`config.mk`:
```
export PLATFORM = sky130hd
export DESIGN_NAME = core_sequencer_flat
export DESIGN_NICKNAME = d
export VERILOG_FILES = /design/src/rtl/core_sequencer_pkg.sv /design/src/rtl/core_sequencer_if.sv /design/src/rtl/core_sequencer_lsu_align.sv /design/src/rtl/core_sequencer.sv /design/src/flat_wrapper.sv
export SDC_FILE = /design/constraint.sdc
export NUM_CORES = 1
export LEC_CHECK = 0
export BUFFER_PORTS_ARGS = -buffer_cell sky130_fd_sc_hd__buf_2
export CORE_AREA = 2 2 164 166
export DETAILED_ROUTE_END_ITERATION = 10
export DIE_AREA = 0 0 166 168
export PLACE_DENSITY_LB_ADDON = 0.1
export SLEW_MARGIN = 15
export SYNTH_ARGS = -nofsm -noshare
export SYNTH_HDL_FRONTEND = slang
export SYNTH_SLANG_ARGS = --single-unit
export TNS_END_PERCENT = 5
```
`constraint.sdc`:
```
create_clock -name clk -period 4.5 [get_ports clk]
set_input_delay 0.9 -clock clk [delete_from_list [all_inputs] [get_ports clk]]
set_output_delay 0.9 -clock clk [all_outputs]
set_load 0.01 [all_outputs]
```
`src/rtl/core_sequencer_pkg.sv`:
```
// core_sequencer_pkg
// Shared definitions for the TinyRisc-V control sequencer:
//   - seq_state_e : 3-bit FSM state encoding
//   - OP_*        : major opcode constants the sequencer reacts to
//   - F3_*        : load/store func3 width codes
//   - width_legal : whether a func3 names a real load/store width
package core_sequencer_pkg;

  typedef enum logic [2:0] {
    ST_IDLE  = 3'd0,
    ST_FETCH = 3'd1,
    ST_EXEC  = 3'd2,
    ST_MEM   = 3'd3,
    ST_WB    = 3'd4,
    ST_HALT  = 3'd5,
    ST_FAULT = 3'd6
  } seq_state_e;

  localparam logic [6:0] OP_LOAD   = 7'b0000011;
  localparam logic [6:0] OP_STORE  = 7'b0100011;
  localparam logic [6:0] OP_SYSTEM = 7'b1110011;
  localparam logic [6:0] OP_BRANCH = 7'b1100011;

  localparam logic [2:0] F3_BYTE  = 3'd0;
  localparam logic [2:0] F3_HALF  = 3'd1;
  localparam logic [2:0] F3_WORD  = 3'd2;
  localparam logic [2:0] F3_BYTEU = 3'd4;
  localparam logic [2:0] F3_HALFU = 3'd5;

  // Stores only exist as SB/SH/SW; loads add the unsigned byte/half forms.
  function automatic logic width_legal(input logic is_store, input logic [2:0] f3);
    if (is_store) begin
      width_legal = (f3 == F3_BYTE) || (f3 == F3_HALF) || (f3 == F3_WORD);
    end else begin
      width_legal = (f3 == F3_BYTE) || (f3 == F3_HALF) || (f3 == F3_WORD) ||
                    (f3 == F3_BYTEU) || (f3 == F3_HALFU);
    end
  endfunction

endpackage

```
`src/rtl/core_sequencer_if.sv`:
```
// core_sequencer_if
// Instruction- and data-memory handshake bundle.
//   imem_req/imem_addr  -> memory, imem_ack/imem_rdata <- memory
//   dmem_req/we/addr/wdata/wstrb -> memory, dmem_ack/dmem_rdata <- memory
// Modports: master (sequencer side), slave (memory side).
interface core_sequencer_if;
  logic        imem_req;
  logic [31:0] imem_addr;
  logic        imem_ack;
  logic [31:0] imem_rdata;

  logic        dmem_req;
  logic        dmem_we;
  logic [31:0] dmem_addr;
  logic [31:0] dmem_wdata;
  logic [3:0]  dmem_wstrb;
  logic        dmem_ack;
  logic [31:0] dmem_rdata;

  modport master (
    output imem_req, imem_addr,
    input  imem_ack, imem_rdata,
    output dmem_req, dmem_we, dmem_addr, dmem_wdata, dmem_wstrb,
    input  dmem_ack, dmem_rdata
  );

  modport slave (
    input  imem_req, imem_addr,
    output imem_ack, imem_rdata,
    input  dmem_req, dmem_we, dmem_addr, dmem_wdata, dmem_wstrb,
    output dmem_ack, dmem_rdata
  );
endinterface

```
`src/rtl/core_sequencer_lsu_align.sv`:
```
// core_sequencer_lsu_align
// Combinational load/store lane logic.
//   is_store, func3, ea_lo : access kind, width code, low address bits
//   store_data             : rs2 value to be written
//   load_word              : aligned 32-bit word returned by memory
//   wdata, wstrb           : store data replicated onto lanes, byte enables
//   load_result            : extracted and sign/zero-extended load value
//   access_fault           : illegal width or misaligned address
module core_sequencer_lsu_align
  import core_sequencer_pkg::*;
(
  input  logic        is_store,
  input  logic [2:0]  func3,
  input  logic [1:0]  ea_lo,
  input  logic [31:0] store_data,
  input  logic [31:0] load_word,
  output logic [31:0] wdata,
  output logic [3:0]  wstrb,
  output logic [31:0] load_result,
  output logic        access_fault
);

  logic       misalign;
  logic [7:0] byte_sel;
  logic [15:0] half_sel;

  always_comb begin
    misalign = 1'b0;
    case (func3[1:0])
      2'd1:    misalign = ea_lo[0];
      2'd2:    misalign = (ea_lo != 2'b00);
      default: misalign = 1'b0;
    endcase
    access_fault = misalign || !width_legal(is_store, func3);
  end

  // Store data is replicated across every lane so memory only needs wstrb.
  always_comb begin
    wdata = store_data;
    wstrb = 4'b1111;
    case (func3[1:0])
      2'd0: begin
        wdata = {4{store_data[7:0]}};
        wstrb = 4'b0001 << ea_lo;
      end
      2'd1: begin
        wdata = {2{store_data[15:0]}};
        wstrb = ea_lo[1] ? 4'b1100 : 4'b0011;
      end
      default: begin
        wdata = store_data;
        wstrb = 4'b1111;
      end
    endcase
  end

  always_comb begin
    byte_sel = load_word[7:0];
    case (ea_lo)
      2'd0: byte_sel = load_word[7:0];
      2'd1: byte_sel = load_word[15:8];
      2'd2: byte_sel = load_word[23:16];
      2'd3: byte_sel = load_word[31:24];
      default: byte_sel = load_word[7:0];
    endcase
    half_sel = ea_lo[1] ? load_word[31:16] : load_word[15:0];

    load_result = load_word;
    case (func3)
      F3_BYTE:  load_result = {{24{byte_sel[7]}}, byte_sel};
      F3_BYTEU: load_result = {24'd0, byte_sel};
      F3_HALF:  load_result = {{16{half_sel[15]}}, half_sel};
      F3_HALFU: load_result = {16'd0, half_sel};
      default:  load_result = load_word;
    endcase
  end

endmodule

```
`src/rtl/core_sequencer.sv`:
```
// core_sequencer
// Multi-cycle control FSM of the TinyRisc-V core. Owns PC/IR, sequences
// FETCH -> EXEC -> (MEM) -> WB and counts retired instructions.
//   clk, rst_n      : clock, asynchronous active-low reset
//   enable          : allows leaving IDLE / continuing after WB
//   mem             : imem/dmem handshake bundle (master side)
//   ir, pc          : registered instruction and PC to decode_execute
//   opcode..redirect_pc : combinational results from decode_execute
//   rf_we/waddr/wdata   : register-file write port (pulses in WB)
//   halted, fault   : terminal-state indicators
//   instret         : retired-instruction counter
module core_sequencer
  import core_sequencer_pkg::*;
#(
  parameter logic [31:0] RESET_PC = 32'h0000_0000,
  parameter int          XLEN     = 32
) (
  input  logic            clk,
  input  logic            rst_n,
  input  logic            enable,
  core_sequencer_if.master mem,
  output logic [XLEN-1:0] ir,
  output logic [XLEN-1:0] pc,
  input  logic [6:0]      opcode,
  input  logic [2:0]      func3,
  input  logic            wb_reg,
  input  logic [4:0]      rd_num,
  input  logic [XLEN-1:0] rd_data,
  input  logic [XLEN-1:0] rs2_data,
  input  logic            redirect,
  input  logic [XLEN-1:0] redirect_pc,
  output logic            rf_we,
  output logic [4:0]      rf_waddr,
  output logic [XLEN-1:0] rf_wdata,
  output logic            halted,
  output logic            fault,
  output logic [XLEN-1:0] instret
);

  seq_state_e state_reg, state_next;

  logic [XLEN-1:0] pc_reg, ir_reg, instret_reg;
  logic [XLEN-1:0] ea_reg, rs2_reg, load_data_reg;
  logic [XLEN-1:1] redirect_pc_reg;
  logic [4:0]      rd_num_reg;
  logic [2:0]      func3_reg;
  logic [6:0]      opcode_reg;
  logic            wb_en_reg, redirect_reg;

  // The LSU sees the live decode results in EXEC (for the fault decision)
  // and the latched copies afterwards (for the actual access).
  logic        lsu_is_store;
  logic [2:0]  lsu_func3;
  logic [1:0]  lsu_ea_lo;
  logic [31:0] lsu_wdata;
  logic [3:0]  lsu_wstrb;
  logic [31:0] lsu_load_result;
  logic        lsu_fault;
  logic        exec_is_mem;
  logic        store_reg_kind;

  assign exec_is_mem    = (opcode == OP_LOAD) || (opcode == OP_STORE);
  assign store_reg_kind = (opcode_reg == OP_STORE);
  assign lsu_is_store   = (state_reg == ST_EXEC) ? (opcode == OP_STORE) : store_reg_kind;
  assign lsu_func3      = (state_reg == ST_EXEC) ? func3 : func3_reg;
  assign lsu_ea_lo      = (state_reg == ST_EXEC) ? rd_data[1:0] : ea_reg[1:0];

  core_sequencer_lsu_align u_lsu (
    .is_store     (lsu_is_store),
    .func3        (lsu_func3),
    .ea_lo        (lsu_ea_lo),
    .store_data   (rs2_reg),
    .load_word    (mem.dmem_rdata),
    .wdata        (lsu_wdata),
    .wstrb        (lsu_wstrb),
    .load_result  (lsu_load_result),
    .access_fault (lsu_fault)
  );

  // State register
  always_ff @(posedge clk or negedge rst_n) begin
    if (!rst_n) begin
      state_reg <= ST_IDLE;
    end else begin
      state_reg <= state_next;
    end
  end

  // Next-state logic
  always_comb begin
    state_next = state_reg;
    case (state_reg)
      ST_IDLE:  if (enable) state_next = ST_FETCH;
      ST_FETCH: if (mem.imem_ack) state_next = ST_EXEC;
      ST_EXEC: begin
        if (opcode == OP_SYSTEM) begin
          state_next = ST_HALT;
        end else if (exec_is_mem) begin
          state_next = lsu_fault ? ST_FAULT : ST_MEM;
        end else begin
          state_next = ST_WB;
        end
      end
      ST_MEM:   if (mem.dmem_ack) state_next = ST_WB;
      ST_WB:    state_next = enable ? ST_FETCH : ST_IDLE;
      ST_HALT:  state_next = ST_HALT;
      ST_FAULT: state_next = ST_FAULT;
      default:  state_next = ST_IDLE;
    endcase
  end

  // Datapath registers
  always_ff @(posedge clk or negedge rst_n) begin
    if (!rst_n) begin
      pc_reg          <= RESET_PC;
      ir_reg          <= '0;
      instret_reg     <= '0;
      ea_reg          <= '0;
      rs2_reg         <= '0;
      load_data_reg   <= '0;
      redirect_pc_reg <= '0;
      rd_num_reg      <= '0;
      func3_reg       <= '0;
      opcode_reg      <= '0;
      wb_en_reg       <= 1'b0;
      redirect_reg    <= 1'b0;
    end else begin
      case (state_reg)
        ST_FETCH: begin
          if (mem.imem_ack) ir_reg <= mem.imem_rdata;
        end
        ST_EXEC: begin
          ea_reg          <= rd_data;
          rs2_reg         <= rs2_data;
          rd_num_reg      <= rd_num;
          wb_en_reg       <= wb_reg;
          func3_reg       <= func3;
          opcode_reg      <= opcode;
          redirect_reg    <= redirect;
          redirect_pc_reg <= redirect_pc[XLEN-1:1];
          // SYSTEM retires here because it never reaches WB.
          if (opcode == OP_SYSTEM) instret_reg <= instret_reg + 1'b1;
        end
        ST_MEM: begin
          if (mem.dmem_ack && !store_reg_kind) load_data_reg <= lsu_load_result;
        end
        ST_WB: begin
          pc_reg      <= redirect_reg ? {redirect_pc_reg, 1'b0} : pc_reg + 32'd4;
          instret_reg <= instret_reg + 1'b1;
        end
        default: ;
      endcase
    end
  end

  // Outputs
  always_comb begin
    mem.imem_req   = 1'b0;
    mem.imem_addr  = pc_reg;
    mem.dmem_req   = 1'b0;
    mem.dmem_we    = 1'b0;
    mem.dmem_addr  = '0;
    mem.dmem_wdata = '0;
    mem.dmem_wstrb = '0;
    rf_we          = 1'b0;
    rf_waddr       = '0;
    rf_wdata       = '0;
    halted         = 1'b0;
    fault          = 1'b0;
    case (state_reg)
      ST_FETCH: mem.imem_req = 1'b1;
      ST_MEM: begin
        mem.dmem_req  = 1'b1;
        mem.dmem_we   = store_reg_kind;
        mem.dmem_addr = {ea_reg[XLEN-1:2], 2'b00};
        if (store_reg_kind) begin
          mem.dmem_wdata = lsu_wdata;
          mem.dmem_wstrb = lsu_wstrb;
        end
      end
      ST_WB: begin
        rf_we    = wb_en_reg && (rd_num_reg != 5'd0);
        rf_waddr = rd_num_reg;
        rf_wdata = (opcode_reg == OP_LOAD) ? load_data_reg : ea_reg;
      end
      ST_HALT:  halted = 1'b1;
      ST_FAULT: begin
        halted = 1'b1;
        fault  = 1'b1;
      end
      default: ;
    endcase
  end

  assign ir      = ir_reg;
  assign pc      = pc_reg;
  assign instret = instret_reg;

endmodule

```
`src/flat_wrapper.sv`:
```
// flat-port wrapper written by rule: the top's interface ports become plain ports
module core_sequencer_flat import core_sequencer_pkg::*;
#(
  parameter logic [31:0] RESET_PC = 32'h0000_0000,
  parameter int          XLEN     = 32
)
  (clk, rst_n, enable, ir, pc, opcode, func3, wb_reg, rd_num, rd_data, rs2_data, redirect, redirect_pc, rf_we, rf_waddr, rf_wdata, halted, fault, instret, mem_imem_req, mem_imem_addr, mem_imem_ack, mem_imem_rdata, mem_dmem_req, mem_dmem_we, mem_dmem_addr, mem_dmem_wdata, mem_dmem_wstrb, mem_dmem_ack, mem_dmem_rdata);
  core_sequencer_if mem_i ();
  input  logic clk;
  input  logic rst_n;
  input  logic enable;
  output logic [XLEN-1:0] ir;
  output logic [XLEN-1:0] pc;
  input  logic [6:0] opcode;
  input  logic [2:0] func3;
  input  logic wb_reg;
  input  logic [4:0] rd_num;
  input  logic [XLEN-1:0] rd_data;
  input  logic [XLEN-1:0] rs2_data;
  input  logic redirect;
  input  logic [XLEN-1:0] redirect_pc;
  output logic rf_we;
  output logic [4:0] rf_waddr;
  output logic [XLEN-1:0] rf_wdata;
  output logic halted;
  output logic fault;
  output logic [XLEN-1:0] instret;
  output wire logic [$bits(mem_i.imem_req)-1:0] mem_imem_req;
  output wire logic [$bits(mem_i.imem_addr)-1:0] mem_imem_addr;
  input wire logic [$bits(mem_i.imem_ack)-1:0] mem_imem_ack;
  input wire logic [$bits(mem_i.imem_rdata)-1:0] mem_imem_rdata;
  output wire logic [$bits(mem_i.dmem_req)-1:0] mem_dmem_req;
  output wire logic [$bits(mem_i.dmem_we)-1:0] mem_dmem_we;
  output wire logic [$bits(mem_i.dmem_addr)-1:0] mem_dmem_addr;
  output wire logic [$bits(mem_i.dmem_wdata)-1:0] mem_dmem_wdata;
  output wire logic [$bits(mem_i.dmem_wstrb)-1:0] mem_dmem_wstrb;
  input wire logic [$bits(mem_i.dmem_ack)-1:0] mem_dmem_ack;
  input wire logic [$bits(mem_i.dmem_rdata)-1:0] mem_dmem_rdata;
  assign mem_imem_req = mem_i.imem_req;
  assign mem_imem_addr = mem_i.imem_addr;
  assign mem_i.imem_ack = mem_imem_ack;
  assign mem_i.imem_rdata = mem_imem_rdata;
  assign mem_dmem_req = mem_i.dmem_req;
  assign mem_dmem_we = mem_i.dmem_we;
  assign mem_dmem_addr = mem_i.dmem_addr;
  assign mem_dmem_wdata = mem_i.dmem_wdata;
  assign mem_dmem_wstrb = mem_i.dmem_wstrb;
  assign mem_i.dmem_ack = mem_dmem_ack;
  assign mem_i.dmem_rdata = mem_dmem_rdata;
  core_sequencer #(.RESET_PC(RESET_PC), .XLEN(XLEN)) u_core (.clk(clk), .rst_n(rst_n), .enable(enable), .mem(mem_i), .ir(ir), .pc(pc), .opcode(opcode), .func3(func3), .wb_reg(wb_reg), .rd_num(rd_num), .rd_data(rd_data), .rs2_data(rs2_data), .redirect(redirect), .redirect_pc(redirect_pc), .rf_we(rf_we), .rf_waddr(rf_waddr), .rf_wdata(rf_wdata), .halted(halted), .fault(fault), .instret(instret));
endmodule
```
# After elaboration in Yosys (flattened, before gate mapping)
# Cells that the tools add are included.
[word_totals]
ff_bits = 243
in_bits = 182
out_inout_bits = 239
elab_cells = 98
[op_classes]
addsub = 2
eq_ne = 24
n_shift = 1
n_mux = 36
reduce_logical = 22
[ops]
columns = ["operator", "count"]
rows = [
  ["$mux W32", 7],
  ["$pmux W32 S2", 2],
  ["$pmux W32 S4", 1],
  ["$add A32 B1 Y32 const B", 1],
  ["$add A32 B3 Y32 const B", 1],
  ["$pmux W8 S4", 1],
  ["$mux W3", 7],
  ["$pmux W3 S7", 1],
  ["$mux W16", 1],
  ["$eq A3 B3 Y1 const B", 5],
  ["$eq A7 B2 Y1 const B", 2],
  ["$eq A7 B6 Y1 const B", 2],
  ["$mux W4", 3],
  ["$eq A3 B2 Y1 const B", 3],
  ["$mux W1", 9],
  ["$ne A2 B2 Y1 const B", 4],
  ["$pmux W4 S2", 1],
  ["$eq A7 B7 Y1 const B", 1],
  ["$eq A2 B2 Y1 const B", 3],
  ["$eq A3 B1 Y1 const B", 2],
  ["$logic_not A3 Y1", 2],
  ["$logic_or A1 B1 Y1", 6],
  ["$reduce_and A2 Y1", 3],
  ["$mux W5", 1],
  ["11 further kinds", 16],
]

# Depth between registers and ports, before layout
[depth]
depth_word = 14
depth_mapped = 14

# Cells and area by module
# Synthesis repeated with hierarchy kept, for this count alone.
[unflattened]
hier_cells = 1433
hier_area_um2 = 12675.9
[by_module_without_submodules]
columns = ["mod", "n_inst", "cells_each", "area_per_inst_um2"]
rows = [
  ["core_sequencer", 1, 1250, 11481.0],
  ["core_sequencer_lsu_align", 1, 183, 1194.9],
]

# Worst setup path after synthesis
# No wires, ideal clock.
[synth_timing]
kind = "flip-flop to output port"
from = "reg u_core.state_reg[0]"
to = "out mem_dmem_wdata[29]"
t_arrival_ps = 3006
path_slack_ps = 594
stages_incl_launch_ff = 13
path_buffers = 7
cell_sequence = "dfrtp_1 buf_2 nor3b_1 buf_2 mux2i_1 clkbuf_1 buf_2 ha_1 clkbuf_1 clkbuf_1 clkbuf_1 a221oi_1 nor3_1"
[synth_via]
elab_chain_len = 6
word_cells_on_any_way = 8
[synth_lines]
columns = ["element", "line", "text"]
rows = [
  ["start: declaration", "core_sequencer.sv:40", "seq_state_e state_reg, state_next;"],
  ["start signal: assignment", "core_sequencer.sv:85", "state_reg <= state_next;"],
  ["$eq A3 B2 Y1", "core_sequencer.sv:65", "assign lsu_func3 = (state_reg == ST_EXEC) ? func3 : func3_reg;"],
  ["$mux W3", "n/a", ""],
  ["$eq A2 B1 Y1 or $logic_not A2 Y1 (tied branches)", "core_sequencer_lsu_align.sv:41", "case (func3[1:0])"],
  ["$pmux W32 S2", "core_sequencer_lsu_align.sv:41", ""],
  ["$mux W32", "core_sequencer.sv:176", "if (store_reg_kind) begin"],
  ["$mux W32 *", "core_sequencer.sv:170", "case (state_reg)"],
  ["end: declaration", "flat_wrapper.sv:35", "output wire logic [$bits(mem_i.dmem_wdata)-1:0] mem_dmem_wdata;"],
]
# Mark *: on every way between the ends. The rest lies on a longest branch, timed or not.

# Final worst setup path
[layout_timing]
from = "reg u_core.state_reg[1]"
to = "out mem_dmem_wdata[14]"
# Same word-level chain as after synthesis.

==> results.md <==
CTS:
- Clock tree synthesis found a total of about 240 sinks.
- The number of buffers added by the clock tree synthesis step is 29.
- The H-tree depth is 1.
- Once the clock tree was built, the setup fixing pass inserted 0 buffers.
- In this run the deepest clock path goes through 3 buffers.
- The clock-pin slew on the worst setup and hold paths is approximately 0.060 ns.
- The clock latency on the worst-skew pair is roughly 0.54 ns.
- In this run, post-CTS repair resized a total of 0 instances.
- TritonCTS built the clock tree.
- In this run, post-CTS hold repair placed 0 buffers.
- The clock tree root driver cell is clkbuf_16.

Synthesis:
- Summing the areas of all and, or, nand and nor instances in the mapped netlist gives 25.3% of the synthesized area.
- The area share of fa/ha/maj cells after synthesis is 0.406%.
- A synthesized cell averages 8.68 µm².
- In the synthesized netlist, the number of instances is roughly 1.4k.
- Of all flip-flops after synthesis, the portion carrying an async set or reset was 100%.
- The synthesized netlist devotes about 2.2% of its cell area to XOR and XNOR gates.
- In this run, synthesis produced a sequential element count of 242.
- The count of distinct cell types in the synthesized netlist is between 60 and 70.
- The largest family of logic cells by synthesized area is simple AND/OR/NAND/NOR gates.
- The number of flops mapped to enable cells by yosys is 0.
- The proportion of synthesized chip area in sequential cells is 49.2%.
- The post-synthesis instance area is about 12,000 µm².
- The warning count from the yosys run is 0.
- The share of synthesized area spent on multiplexers is 4.79%.
- For this run, the leading register cell type out of synthesis is dfrtp_1.
- The compound-gate portion of the synthesized area is 12.5%.

Critical path:
- For the worst flop-to-flop path, the logic depth is 12.
- The worst endpoint data arrival time is between 3 and 4 ns.
- The reg-to-reg startpoint is u_core.state_reg[1].
- The kind of end point of the critical path is an output pin.
- STA classifies the critical path startpoint as a register.
- The critical path in this run is classified as reg2out.
- In this run the worst path has a maximum fanout of 20.
- In this run the register-to-register setup slack is 1.13 ns.
- The endpoint of the most critical register-to-register path is u_core.load_data_reg[25].
- For the worst setup path, the data required time is around 3.6 ns.

Finish:
- For this run, the share of the core covered by cells in the final layout is 58.1%.
- The final design instance area without fill is 15,300 µm².
- Across the whole layout, storage elements account for around 6100 µm².
- Summing all multi-input logic gate instances after layout gives between 5000 and 6000 µm².
- Counting the fill cells in the layout gives roughly 2.5k.
- Of the cells placed in the final design, the portion with a size suffix greater than 1 is a little under a third.
- The number of nets in the finished design is between 1.5k and 2k.
- The signed area change from the synthesized netlist to the final layout is 24.3%.

Route:
- The detailed-routing wirelength on met1 is 16,200 µm.
- The count of nets left with antenna violations once routing finished came out at 0.
- The number of vias per cell after detailed routing is ~5.5.
- For this block, the initial DRC count from the detailed router was roughly 870.
- The highest metal layer with signal wires is met5.
- After detailed routing, the number of remaining DRC violations is 0.
- The detailed-routed wire length on met2 is between 15,000 and 20,000 µm.
- The total routed wirelength is 38,700 µm.
- The routed layout has 11.6k vias.
- The number of iterations in the first detailed-routing pass is 5.
- Summed over all nets, wire length on met3 after detailed routing comes to between 3000 and 4000 µm.
- The routed wire length per instance is around 18 µm.

STA:
- The accumulated negative setup slack is 0 ns.
- Of the available clock period, the critical path in the final layout requires 95.5%.
- The remaining max-slew budget at the tightest pin is between 20% and 30%.
- Setup violations remaining at the end of the flow were counted as 0.
- The final hold violation count is 0.
- The count of pins over their slew limit was 0.
- Based on the critical path, the design can be clocked at up to 233 MHz.
- The clock arrives with approximately 0.015 ns of skew.
- Setup repair after global routing left no endpoint under its margin.
- For the pin with the worst max-slew slack, the measured transition is 1.09 ns.
- Subtracting the final worst setup slack from the clock period gives approximately 4.3 ns.
- Across all hold checks on the routed design, the worst slack comes to ~0.40 ns.

Status:
- The run finished with clean final reports.

GRT:
- The first global-routing pass estimated 61,700 µm of wire.
- The via count of the first global-routing pass came to 11.1k.
- The maximum number of pins on one net before global-route repair is roughly 100.
- The aggregate global routing overflow is 0.
- The overall track demand over capacity in global routing is a little over a quarter.
- The initial antenna violation count is 7.

Floorplanning:
- The die covers 27,900 µm².
- The boundary pin count is about 420.
- The horizontal die dimension is between 150 and 200 µm.
- The initial utilization of the core area, before any placement, comes to a little under half.
- The height of the chip is about 170 µm.
- The core box area is around 26,000 µm².
- The cell row count is 60.

Run:
- Across the run, the number of max-cap violations was 0.

Placement:
- Detailed placement ended at an HPWL of 26,500 µm.
- The total placed instance area is around 14,000 µm².
- At the end of routability-driven placement, the weighted congestion stood at roughly 0.87.
- In this run the tool buffered the top-level ports with just over 400 buffer cells.

Pwr:
- The worst ir drop on vdd is 433 µV.
- In this run the static leakage power is 7.86 nW.
- Power spread over the standard cell area amounts to approximately 660 nW/µm².

Hold path:
- The class of the most critical hold timing path is in2async.
-- how the worst max path moves through the flow --
stage | startpoint | depth (start not counted) | slack, ns | to
detailed placement | u_core.state_reg[1] | 11 | 0.81 | mem_dmem_wdata[14]
floorplan | u_core.state_reg[0] | 12 | 0.59 | mem_dmem_wdata[29]
global route | u_core.state_reg[1] | 11 | 0.003 | mem_dmem_wdata[9]
finish | u_core.state_reg[1] | 11 | 0.20 | mem_dmem_wdata[14]
global placement | u_core.state_reg[1] | 11 | 0.93 | mem_dmem_wdata[15]
CTS | u_core.state_reg[1] | 11 | 0.23 | mem_dmem_wdata[14]
-- Yosys cell counts (all sizes together) (4+ instances only) --
| cell | instances | area share (%) |
|---|---|---|
| mux2 | 44 | 4.1 |
| inv | 14 | 0.43 |
| a22oi | 18 | 1.1 |
| nand2 | 447 | 14 |
| o21ai | 45 | 1.8 |
| a221oi | 15 | 1.1 |
| a21oi | 75 | 3.0 |
| dfrtp | 242 | 49 |
| xnor2 | 22 | 1.6 |
| a2bb2oi | 10 | 0.71 |
| xor2 | 9 | 0.64 |
| and3 | 23 | 1.2 |
| nor4 | 9 | 0.51 |
| buf | 55 | 3.0 |
| ha | 4 | 0.41 |
| nor3 | 21 | 0.85 |
| nand4 | 15 | 0.76 |
| and2 | 38 | 1.9 |
| mux2i | 9 | 0.73 |
| nand3 | 46 | 1.9 |
| or4 | 4 | 0.24 |
| and4 | 9 | 0.64 |
| a31oi | 22 | 1.1 |
| clkbuf | 74 | 2.3 |
| o211ai | 21 | 1.3 |
| or3 | 4 | 0.20 |
| nor2b | 4 | 0.20 |
| o22ai | 9 | 0.46 |
| nor2 | 70 | 2.1 |
-- layout by cell type, fill, tap and decap left out, types with 18 or more instances in the layout --
master     synthesis  final
dfrtp_1          242    242
nand2_1          447    447
mux2_2            43     43
a22oi_1           18     18
xnor2_1           22     22
o211ai_1          21     21
buf_2             10    414
a31oi_1           22     22
clkbuf_16          0     29
nor3_1            21     19
and2_1            37     37
and3_1            23     23
a21oi_1           75     75
o21ai_0           44     44
nand3_1           46     46
buf_4             35     18
nor2_1            70     69
-- cells by family after synthesis --
family	count (synthesis)
multiplexers	53
other	1
XOR/XNOR	31
buffers and inverters	143
AND/OR/NAND/NOR	706
flip-flops	242
adder cells (fa/ha/maj)	4
AO/OA/AOI/OAI	239
-- worst max-delay path, cell delays in order (launching register included) --
cell     delay (ns)
dfrtp_1        0.60
nor3b_2        0.27
buf_4          0.20
mux2i_2        0.20
buf_4          0.27
inv_1          0.07
ha_1           0.29
inv_1          0.20
nand2_1        0.27
a22oi_1        0.25
nor2_1         0.07
buf_2          0.15
-- stage by stage --
step	instances	setup WS, ns	power (mW)
2_1_floorplan	1422	0.594	6.62
3_3_place_gp	2069	0.934	7.84
3_5_place_dp	2069	0.814	7.97
4_1_cts	2117	0.229	10.2
5_1_grt	2118	0.00289	10.9
6_report	2121	0.202	10.2
-- layout make-up --
cell class | count | share of cell area, %
Sequential cell | 242 | 39.6
Multi-Input combinational cell | 1037 | 36.7
Timing Repair Buffer | 435 | 14.8
Clock buffer | 41 | 5.36
Tap cell | 341 | 2.79
Clock inverter | 7 | 0.433
Inverter | 14 | 0.343
Antenna cell | 4 | 0.0654
-- metal layers --
layer | vias to the layer above | track usage (%)
li1 | 5485 | -
met3 | 54 | 6.21
met1 | 5591 | 36.6
met4 | 10 | 5.33
met2 | 445 | 45.4
met5 | - | 0
-- report_power, final --
group          switching [mW]  total, mW  internal, mW
clock network           0.903       2.21          1.31
logic                    2.39       3.98          1.59
registers               0.834       3.98          3.14
total                    4.13       10.2          6.04
(Power assumes the default switching activity.)
